## src/rtl/coin_pkg.sv

```systemverilog
// coin_pkg: shared coin codes, code-to-solenoid decode and hopper states
package coin_pkg;

   localparam logic [2:0] COIN_NONE    = 3'd0;
   localparam logic [2:0] COIN_PENNY   = 3'd1;
   localparam logic [2:0] COIN_NICKEL  = 3'd2;
   localparam logic [2:0] COIN_DIME    = 3'd3;
   localparam logic [2:0] COIN_QUARTER = 3'd4;
   localparam logic [2:0] COIN_HALF    = 3'd5;
   localparam logic [2:0] COIN_DOLLAR  = 3'd6;

   typedef enum logic [1:0] {HOP_IDLE, HOP_PULSE, HOP_WAIT, HOP_FAULT} hop_state_t;

   function automatic logic [5:0] coin_onehot(input logic [2:0] code);
      return (code == COIN_NONE || code == 3'd7) ? 6'd0 : 6'd1 << (code - COIN_PENNY);
   endfunction

endpackage

```

## src/rtl/sensor_sync_edge.sv

```systemverilog
// sensor_sync_edge: two-flop synchronizer with a registered rising-edge pulse
module sensor_sync_edge (
   input  logic clock,
   input  logic reset,
   input  logic sensor,
   output logic rise
);

   logic [2:0] sh;

   // shift the raw sensor through two sync flops plus one history flop, flag 0->1
   always_ff @(posedge clock) begin
      if (!reset) begin
         sh   <= '0;
         rise <= 1'b0;
      end else begin
         sh   <= {sh[1:0], sensor};
         rise <= sh[1] & ~sh[2];
      end
   end

endmodule

```

## src/rtl/coin_hopper_ctrl.sv

```systemverilog
// coin_hopper_ctrl: one-coin-at-a-time hopper solenoid sequencer with inventory and jam fault
module coin_hopper_ctrl
   import coin_pkg::*;
#(
   parameter int PULSE_CYCLES   = 4,
   parameter int TIMEOUT_CYCLES = 64,
   parameter int MAX_RETRY      = 2,
   parameter int INV_W          = 8,
   parameter int INV_INIT       = 50
) (
   input  logic       clock,
   input  logic       reset,
   input  logic       coin_valid,
   input  logic [2:0] coin_to_return,
   output logic       coin_ready,
   input  logic       coin_sensor,
   input  logic       refill,
   input  logic [2:0] refill_sel,
   input  logic       fault_clear,
   output logic [5:0] eject,
   output logic       dispensed,
   output logic       underflow,
   output logic [5:0] empty,
   output logic       fault
);

   localparam int PW = $clog2(PULSE_CYCLES + 1);
   localparam int TW = $clog2(TIMEOUT_CYCLES + 1);
   localparam int RW = $clog2(MAX_RETRY + 2);

   hop_state_t       state, state_nxt;
   logic [5:0]       sel, sel_nxt;
   logic [PW-1:0]    pcnt, pcnt_nxt;
   logic [TW-1:0]    tcnt, tcnt_nxt;
   logic [RW-1:0]    retry, retry_nxt;
   logic [INV_W-1:0] inv [6];
   logic [5:0]       req_oh, ref_oh, inv_zero;
   logic             rise, done, under;

   assign req_oh = coin_onehot(coin_to_return);
   assign ref_oh = refill ? coin_onehot(refill_sel) : '0;

   sensor_sync_edge u_sync (
      .clock  (clock),
      .reset  (reset),
      .sensor (coin_sensor),
      .rise   (rise)
   );

   // per-denomination zero detect; the decision uses the live count, the empty port lags a cycle
   always_comb begin
      inv_zero = '0;
      for (int i = 0; i < 6; i++) inv_zero[i] = inv[i] == '0;
   end

   // next state: accept/discard in IDLE, timed pulse, sensor wait with retries, sticky fault
   always_comb begin
      state_nxt = state;
      sel_nxt   = sel;
      pcnt_nxt  = pcnt;
      tcnt_nxt  = tcnt;
      retry_nxt = retry;
      done      = 1'b0;
      under     = 1'b0;
      case (state)
         HOP_IDLE:
            if (coin_valid) begin
               if (|(req_oh & inv_zero)) under = 1'b1;
               else if (|req_oh) begin
                  state_nxt = HOP_PULSE;
                  sel_nxt   = req_oh;
                  pcnt_nxt  = '0;
                  retry_nxt = '0;
               end
            end
         HOP_PULSE:
            if (rise) begin
               state_nxt = HOP_IDLE;
               done      = 1'b1;
            end else if (pcnt == PW'(PULSE_CYCLES - 1)) begin
               state_nxt = HOP_WAIT;
               tcnt_nxt  = '0;
            end else pcnt_nxt = pcnt + 1'b1;
         HOP_WAIT:
            if (rise) begin
               state_nxt = HOP_IDLE;
               done      = 1'b1;
            end else if (tcnt == TW'(TIMEOUT_CYCLES - 1)) begin
               if (retry < RW'(MAX_RETRY)) begin
                  state_nxt = HOP_PULSE;
                  retry_nxt = retry + 1'b1;
                  pcnt_nxt  = '0;
               end else state_nxt = HOP_FAULT;
            end else tcnt_nxt = tcnt + 1'b1;
         default:
            if (fault_clear) state_nxt = HOP_IDLE;
      endcase
   end

   // state and counters, with every output registered from the next-state view
   always_ff @(posedge clock) begin
      if (!reset) begin
         state      <= HOP_IDLE;
         sel        <= '0;
         pcnt       <= '0;
         tcnt       <= '0;
         retry      <= '0;
         coin_ready <= 1'b1;
         eject      <= '0;
         dispensed  <= 1'b0;
         underflow  <= 1'b0;
         empty      <= '0;
         fault      <= 1'b0;
      end else begin
         state      <= state_nxt;
         sel        <= sel_nxt;
         pcnt       <= pcnt_nxt;
         tcnt       <= tcnt_nxt;
         retry      <= retry_nxt;
         coin_ready <= state_nxt == HOP_IDLE;
         eject      <= state_nxt == HOP_PULSE ? sel_nxt : '0;
         dispensed  <= done;
         underflow  <= under;
         empty      <= inv_zero;
         fault      <= state_nxt == HOP_FAULT;
      end
   end

   // inventory: refill reloads and beats a same-cycle decrement, counts saturate at zero
   always_ff @(posedge clock) begin
      if (!reset) begin
         for (int i = 0; i < 6; i++) inv[i] <= INV_W'(INV_INIT);
      end else begin
         for (int i = 0; i < 6; i++)
            if (ref_oh[i]) inv[i] <= INV_W'(INV_INIT);
            else if (done && sel[i] && !inv_zero[i]) inv[i] <= inv[i] - 1'b1;
      end
   end

endmodule

```

## config.mk

```make
export PLATFORM = sky130hd
export DESIGN_NAME = coin_hopper_ctrl
export DESIGN_NICKNAME = d
export VERILOG_FILES = /design/src/rtl/coin_pkg.sv /design/src/rtl/sensor_sync_edge.sv /design/src/rtl/coin_hopper_ctrl.sv
export SDC_FILE = /design/constraint.sdc
export NUM_CORES = 1
export LEC_CHECK = 0
export BUFFER_PORTS_ARGS = -buffer_cell sky130_fd_sc_hd__buf_4
export CAP_MARGIN = 30
export CORE_ASPECT_RATIO = 1.4
export CORE_MARGIN = 8
export CORE_UTILIZATION = 48
export CTS_BUF_LIST = sky130_fd_sc_hd__clkbuf_2
export DETAILED_ROUTE_END_ITERATION = 10
export GPL_ROUTABILITY_DRIVEN = 0
export PLACE_DENSITY_LB_ADDON = 0.05
export SLEW_MARGIN = 20
export SYNTH_ARGS = -nofsm -noshare
export SYNTH_HDL_FRONTEND = slang
export SYNTH_SLANG_ARGS = --single-unit
```

## constraint.sdc

```tcl
create_clock -name clock -period 6 [get_ports clock]
set_clock_uncertainty 0.1 [all_clocks]
set_input_delay 1.2 -clock clock [delete_from_list [all_inputs] [get_ports clock]]
set_output_delay 1.2 -clock clock [all_outputs]
set_load 0.02 [all_outputs]
```

==> reports/metrics.yaml, run 1 <==
number_of_buffers_inserted_to_repair_setup_after_cts: 0
syn_nets: 478
areaGrowthSynthToFinish_pct: 8.00
drive_above_1_share: 0.102
worst_ep_arrival_time_ps: 2950
number_of_antenna_violations_at_the_first_check_in_global_routing: 0
netlist_instances: 450
clock_path_buffers: 2
die_height_um: 130
fin_crit_ps: 2830
max_freq_ghz: 0.354
power.density_cell_area_nw_per_um2: 206
start_util: 0.495
synth_cell_type_count: 56
post_cts_resize_count: 0
cts_inserted_buffers: 9
crit_required_ps: 6130
grt_setup_unrepaired: "no"
num-nets-final: 504
cp_max_fo: 25
cts_tree: "yes"
peakVddDrop_uv: 101
clk-insertion-delay-late_ps: 530
io_pins: 28
die_width_um: 97.6
maxSlewViolCount: 0
first_global_vias: 3250
synthesis.area_per_instance_um2: 9.93
fin_crit_sh: 0.471
timing.reg2reg.setup_slack_ps: 3510
post_cts_hold_buffer_count: 0
timing_worst_slew_pin_value_ps: 761
coreArea_um2: 9030
worstSetupStartpointType: "input pin"
min_delay_worst_endpoint: "u_sync.rise"
route.antenna.remaining_nets: 0
vias: 3251
initial_drt_markers: 83
finalSetupTns_ps: 0
dr.pass1.iters: 4
routedWlPerCell_um: 15.1
gr-usage-all-layers: 0.147
grt_pass1_wl_um: 15200
synth-edff-count: 48
cts_root_buf: "sky130_fd_sc_hd__clkbuf_2"
layout_common_cells: "63 x sky130_fd_sc_hd__nor2_1, 48 x sky130_fd_sc_hd__edfxtp_1, 44 x sky130_fd_sc_hd__nand2_1"
path_clk_slew_ps: 230
crit-reg2reg-launch: "state[0]"
timing.rr.end: "inv[4][7]"
mostFrequentLayoutCell: "sky130_fd_sc_hd__nor2_1"
synthesis.area_um2: 4470
number_of_vias_per_cell_after_detailed_routing: 5.53
dominantRegCellSynth: "sky130_fd_sc_hd__edfxtp_1"
static-leakage-power_nw: 1.73
io_buffers: 27
depth_of_the_most_critical_reg_to_reg_path: 6
dp_worst_setup_slack_ps: 2530
synth.yosys.warnings: 0
grt_remaining_overflow: 0
run_status: "finished, final reports clean"
worstSetupEndpointType: "flop"
maxcap_violations: 0
rows: 41
hold_path.class: "flop to flop"
grt_start_max_net_pins: 26
layout_setup_ws_ps: 3170
final-setup-viol-count: 0
antenna_cells_inserted: 0
share_of_synthesized_area_occupied_by_flip_flops_and_latches: 0.502
slew_headroom: 0.490
drt_wl_total_um: 8870
post-dp-hpwl_um: 6690
design.die.area_um2: 12700
worst-setup-path-type: "input pin to flop"
timing.hold.worst_path_depth: 1
drt_drc_violations_left: 0
hold_path_startpoint: "u_sync.sh[2]"
finalHoldWorstSlack_ps: 298
numClockSinks: 88
async_reset_ff_frac: 0
report.final.hold_viol_count: 0
number_of_synthesized_register_bits: 88
cts_htree_levels: 3
## cell type report
type / instances / area, um^2
Fill cell: 847 / 4200
Sequential cell: 88 / 2240
Multi-Input combinational cell: 328 / 2090
Timing Repair Buffer: 27 / 203
Tap cell: 107 / 134
Inverter: 22 / 82.6
Clock buffer: 11 / 55.1
Clock inverter: 5 / 25.0
## synth_stat cells (all sizes together), types with 8 or more instances
library cell / instances / share of area
nor2: 63 / 0.053
edfxtp: 48 / 0.32
nand2: 44 / 0.037
dfxtp: 40 / 0.18
inv: 22 / 0.018
nand3: 20 / 0.022
xor2: 20 / 0.039
nand4: 18 / 0.025
ha: 16 / 0.045
nor3: 15 / 0.017
xnor2: 15 / 0.029
a21oi: 10 / 0.014
o21ai: 8 / 0.0090
## routing by layer
layer / vias up / wire length, um / global-route usage
met2: 43 / 4510 / 0.258
met4: 0 / 125 / 0.0599
li1: 1660 / - / -
met3: 9 / 369 / 0.0370
met5: - / 0 / 0
met1: 1539 / 3870 / 0.168
## cells by family after synthesis
group / synth area share
buffers and inverters: 0.0316
AO/OA/AOI/OAI: 0.0806
XOR/XNOR: 0.0686
multiplexers: 0.0115
flip-flops: 0.502
adder cells (fa/ha/maj): 0.0448
AND/OR/NAND/NOR: 0.261
## flip-flops by register name, summed over array words and instances (netlist names)
signal and cells:
u_sync.rise 1, underflow 1, fault 1, u_sync.sh 3, inv 48, sel 6, state 2, empty 6
eject 6, tcnt 7, dispensed 1, coin_ready 1, pcnt 3, retry 2
## worst max-delay path, cell delays in order
cell                      delay, ps
sky130_fd_sc_hd__buf_4          260
sky130_fd_sc_hd__inv_1          330
sky130_fd_sc_hd__nor2_1         370
sky130_fd_sc_hd__nand4_1        360
sky130_fd_sc_hd__nand3_1        430
## metrics by stage
step	utilization	area, um^2	power, mW	cells
after global placement	0.526	4750	0.763	572
after floorplan	-	4470	0.736	450
final	0.535	4830	0.995	588
after global routing	0.535	4830	1.05	588
after detailed placement	0.526	4750	0.765	572
after CTS	0.535	4830	1.01	588
## how the worst max path moves through the flow
stage | start | endpoint | slack [ps] | cells past startpoint
2_1_floorplan | reset | inv[5][5] | 3160 | 5
3_3_place_gp | reset | inv[4][0] | 2630 | 5
3_5_place_dp | reset | inv[4][3] | 2530 | 5
4_1_cts | reset | inv[4][7] | 3150 | 5
5_1_grt | reset | inv[4][7] | 3010 | 5
6_report | reset | inv[4][7] | 3170 | 5
## report_power, final
group | switching (mW) | internal (mW) | leakage (nW)
registers | 0.0124 | 0.650 | 0.759
clock network | 0.189 | 0.0540 | 0.0568
logic | 0.0560 | 0.0334 | 0.914
Note: power is estimated with default switching activity, not from simulation.
==> inputs of run 2 (changes only) <==
--- a/config.mk
+++ b/config.mk
@@ -5,6 +5,7 @@
 export SDC_FILE = /design/constraint.sdc
 export NUM_CORES = 1
 export LEC_CHECK = 0
+export ABC_AREA = 1
 export BUFFER_PORTS_ARGS = -buffer_cell sky130_fd_sc_hd__buf_4
 export CAP_MARGIN = 30
 export CORE_ASPECT_RATIO = 1.4
==> constraint.sdc (replaced) <==
create_clock -name clock -period 2.4 [get_ports clock]
set_clock_uncertainty 0.1 [all_clocks]
set_input_delay 0.48 -clock clock [delete_from_list [all_inputs] [get_ports clock]]
set_output_delay 0.48 -clock clock [all_outputs]
set_load 0.02 [all_outputs]
==> run 2 against run 1 <==
  * Global-route usage decreased by 0.20 points
  * Clock-buffer cell count up 1
  * First-iteration DRC count grew 120%
  * Routed wire length decreased by 0.72%
  * Sequential share of layout area fell by 0.94 points
  * Critical endpoint is now inv[4][4]
  * Largest cell class unchanged
  * Largest power group unchanged
==> reports/metrics.yaml, run 2 <==
grt_start_max_net_pins: 21  # was 26
rows: 41  # unchanged
dr.pass1.iters: 4  # unchanged
number_of_synthesized_register_bits: 88  # unchanged
cp_max_fo: 8  # was 25
max_freq_ghz: 0.477
post-dp-hpwl_um: 6700  # was 6690 um
first_global_vias: 3378  # was 3250
grt_setup_unrepaired: "no"  # unchanged
final-setup-viol-count: 0  # unchanged
clk-insertion-delay-late_ps: 530  # about the same
numClockSinks: 88  # unchanged
fin_crit_ps: 2100
synthesis.area_um2: 4470  # about the same
worstSetupStartpointType: "flop"  # was input pin
timing_worst_slew_pin_value_ps: 419  # was 761 ps
design.die.area_um2: 12700  # about the same
largest_register_ff_count: 48  # unchanged
static-leakage-power_nw: 2.14  # was 1.73 nW
slew_headroom: 0.720  # was 0.490
die_width_um: 97.5  # was 97.6 um
async_reset_ff_frac: 0  # unchanged
timing.reg2reg.setup_slack_ps: 300  # was 3510 ps
routed_length_on_met2_um: 4280  # was 4510 um
share_of_synthesized_area_occupied_by_flip_flops_and_latches: 0.502  # about the same
post-synth-top-count-cell: "sky130_fd_sc_hd__nor2_1"  # unchanged
depth_of_the_most_critical_reg_to_reg_path: 9  # was 6
syn_nets: 563  # was 478
synth.area.top_cells: "sky130_fd_sc_hd__edfxtp_1 32%, sky130_fd_sc_hd__dfxtp_1 18%, sky130_fd_sc_hd__nor2_1 8.2%, sky130_fd_sc_hd__nand2_1 7.7%, sky130_fd_sc_hd__inv_1 6.6%"  # was sky130_fd_sc_hd__edfxtp_1 32%, sky130_fd_sc_hd__dfxtp_1 18%, sky130_fd_sc_hd__nor2_1 5.3%, sky130_fd_sc_hd__ha_1 4.5%, sky130_fd_sc_hd__xor2_1 3.9%
start_util: 0.495  # about the same
crit_required_ps: 2520  # was 6130 ps
wl_met3_um: 360  # was 369 um
drive_above_1_share: 0.129  # was 0.102
worst-setup-path-type: "flop to flop"  # was input pin to flop
top_layer: "met4"  # unchanged
areaGrowthSynthToFinish_pct: 10.3  # was 8.00%
netlist_instances: 535  # was 450
cts_tree: "yes"  # unchanged
vias: 3464  # was 3251
crit-reg2reg-launch: "inv[4][0]"  # was state[0]
report.final.hold_viol_count: 0  # unchanged
number_of_vias_per_cell_after_detailed_routing: 5.03  # was 5.53
worst_ep_arrival_time_ps: 2210  # was 2950 ps
cp-startpoint: "inv[4][0]"  # was reset
synth.largest_area_cell: "sky130_fd_sc_hd__edfxtp_1"  # unchanged
ys_top_cells_by_count: "97 x sky130_fd_sc_hd__nor2_1, 92 x sky130_fd_sc_hd__nand2_1, 79 x sky130_fd_sc_hd__inv_1"  # was 63 x sky130_fd_sc_hd__nor2_1, 48 x sky130_fd_sc_hd__edfxtp_1, 44 x sky130_fd_sc_hd__nand2_1
fillCellCount: 853  # was 847
synthesis.area_per_instance_um2: 8.35  # was 9.93 um^2
timing.rr.end: "inv[4][4]"  # was inv[4][7]
grt_remaining_overflow: 0  # unchanged
regMostFlops: "inv"  # unchanged
path_clk_slew_ps: 220  # was 230 ps
die_height_um: 130  # about the same
hold_path.class: "input pin to flop"  # was flop to flop
layout.core_utilization: 0.546  # was 0.535
clock_path_buffers: 2  # unchanged
coreArea_um2: 9030  # unchanged
power.density_cell_area_nw_per_um2: 509  # was 206 nW/um^2
number_of_antenna_violations_at_the_first_check_in_global_routing: 0  # unchanged
drt_drc_violations_left: 0  # unchanged
worstSetupEndpointType: "flop"  # unchanged
antenna_cells_inserted: 0  # unchanged
cts_inserted_buffers: 9  # unchanged
route.antenna.remaining_nets: 0  # unchanged
peakVddDrop_uv: 386  # was 101 uV
num-nets-final: 605  # was 504
fin_crit_sh: 0.873
run_status: "finished, final reports clean"  # unchanged
post_cts_resize_count: 0  # unchanged
gr-usage-all-layers: 0.145  # was 0.147
crit_end: "inv[4][4]"  # was inv[4][7]
synth_cell_type_count: 36  # was 56
layout_common_cells: "97 x sky130_fd_sc_hd__nor2_1, 92 x sky130_fd_sc_hd__nand2_1, 79 x sky130_fd_sc_hd__inv_1"  # was 63 x sky130_fd_sc_hd__nor2_1, 48 x sky130_fd_sc_hd__edfxtp_1, 44 x sky130_fd_sc_hd__nand2_1
finalSetupTns_ps: 0  # unchanged
synth.top_cell.area_share: 0.323  # was 0.322
initial_drt_markers: 185  # was 83
synth.yosys.warnings: 0  # unchanged
synth-edff-count: 48  # unchanged
cts_htree_levels: 3  # unchanged
drt_wl_total_um: 8800  # was 8870 um
top_regs: "inv: 48 flops, tcnt: 7 flops"  # unchanged
maxSlewViolCount: 0  # unchanged
mostFrequentLayoutCell: "sky130_fd_sc_hd__nor2_1"  # unchanged
io_buffers: 27  # unchanged
cts_root_buf: "sky130_fd_sc_hd__clkbuf_2"  # unchanged
routedWlPerCell_um: 12.8  # was 15.1 um
io_pins: 28  # unchanged
grt_pass1_wl_um: 15100  # was 15200 um
dominantRegCellSynth: "sky130_fd_sc_hd__edfxtp_1"  # unchanged
met1Wirelength_um: 4050  # was 3870 um
maxcap_violations: 0  # unchanged
## run 2: cells by family after synthesis
group                    after synthesis  synth area share
adder cells (fa/ha/maj)               16            0.0448
flip-flops                            88             0.502
XOR/XNOR                              19            0.0373
buffers and inverters                 86            0.0731
AO/OA/AOI/OAI                         53            0.0664
AND/OR/NAND/NOR                      273             0.276
## run 2: worst max-delay path: stages (launching register included)
cell,delay (ps)
sky130_fd_sc_hd__edfxtp_1,430
sky130_fd_sc_hd__inv_1,80
sky130_fd_sc_hd__ha_1,160
sky130_fd_sc_hd__nand2_1,100
sky130_fd_sc_hd__nor3_1,260
sky130_fd_sc_hd__inv_1,90
sky130_fd_sc_hd__nor2_1,90
sky130_fd_sc_hd__inv_1,60
sky130_fd_sc_hd__nand4_1,90
sky130_fd_sc_hd__nand3_1,320
## run 2: what timing repair did
action                    CTS  global route
hold endpoints to repair    1             0
setup buffers               0             0
hold buffers                1             0
## run 2: worst min path at each step
stage                 start          end  cells past startpoint
5_1_grt               reset    dispensed                      3
2_1_floorplan  u_sync.sh[2]  u_sync.rise                      1
3_5_place_dp   u_sync.sh[2]  u_sync.rise                      1
4_1_cts               reset    dispensed                      3
3_3_place_gp   u_sync.sh[2]  u_sync.rise                      1
6_report              reset    dispensed                      3
## run 2: per-layer routing
layer | vias up | track usage
met5 | - | 0
met2 | 54 | 0.251
met3 | 9 | 0.0344
li1 | 1807 | -
met4 | 0 | 0.0590
met1 | 1594 | 0.169
## run 2: report_power, final
group          total, mW  switching, mW  internal (mW)
Sequential          1.65         0.0241           1.63
Clock              0.624          0.482          0.143
Combinational      0.234          0.153         0.0802
Total               2.51          0.659           1.85
## run 2: area by class of cell
class | count | area (um^2) | area share
flip-flops and latches | 88 | 2240 | 0.455
well taps | 107 | 134 | 0.0272
multi-input cells | 361 | 1900 | 0.385
clock inverters | 4 | 21.3 | 0.00432
clock buffers | 12 | 60.1 | 0.0122
inverters | 82 | 308 | 0.0625
repair buffers | 35 | 265 | 0.0538
## run 2: through the flow
step	instance area (um^2)	instances	power [mW]	hold slack, ps	setup WS [ps]
after floorplan	4470	535	1.84	268	339
after global placement	4840	672	1.91	271	87.4
after detailed placement	4840	672	1.92	280	66.2
after CTS	4930	689	2.54	125	264
after global routing	4930	689	2.63	127	43.1
final	4930	689	2.51	161	304
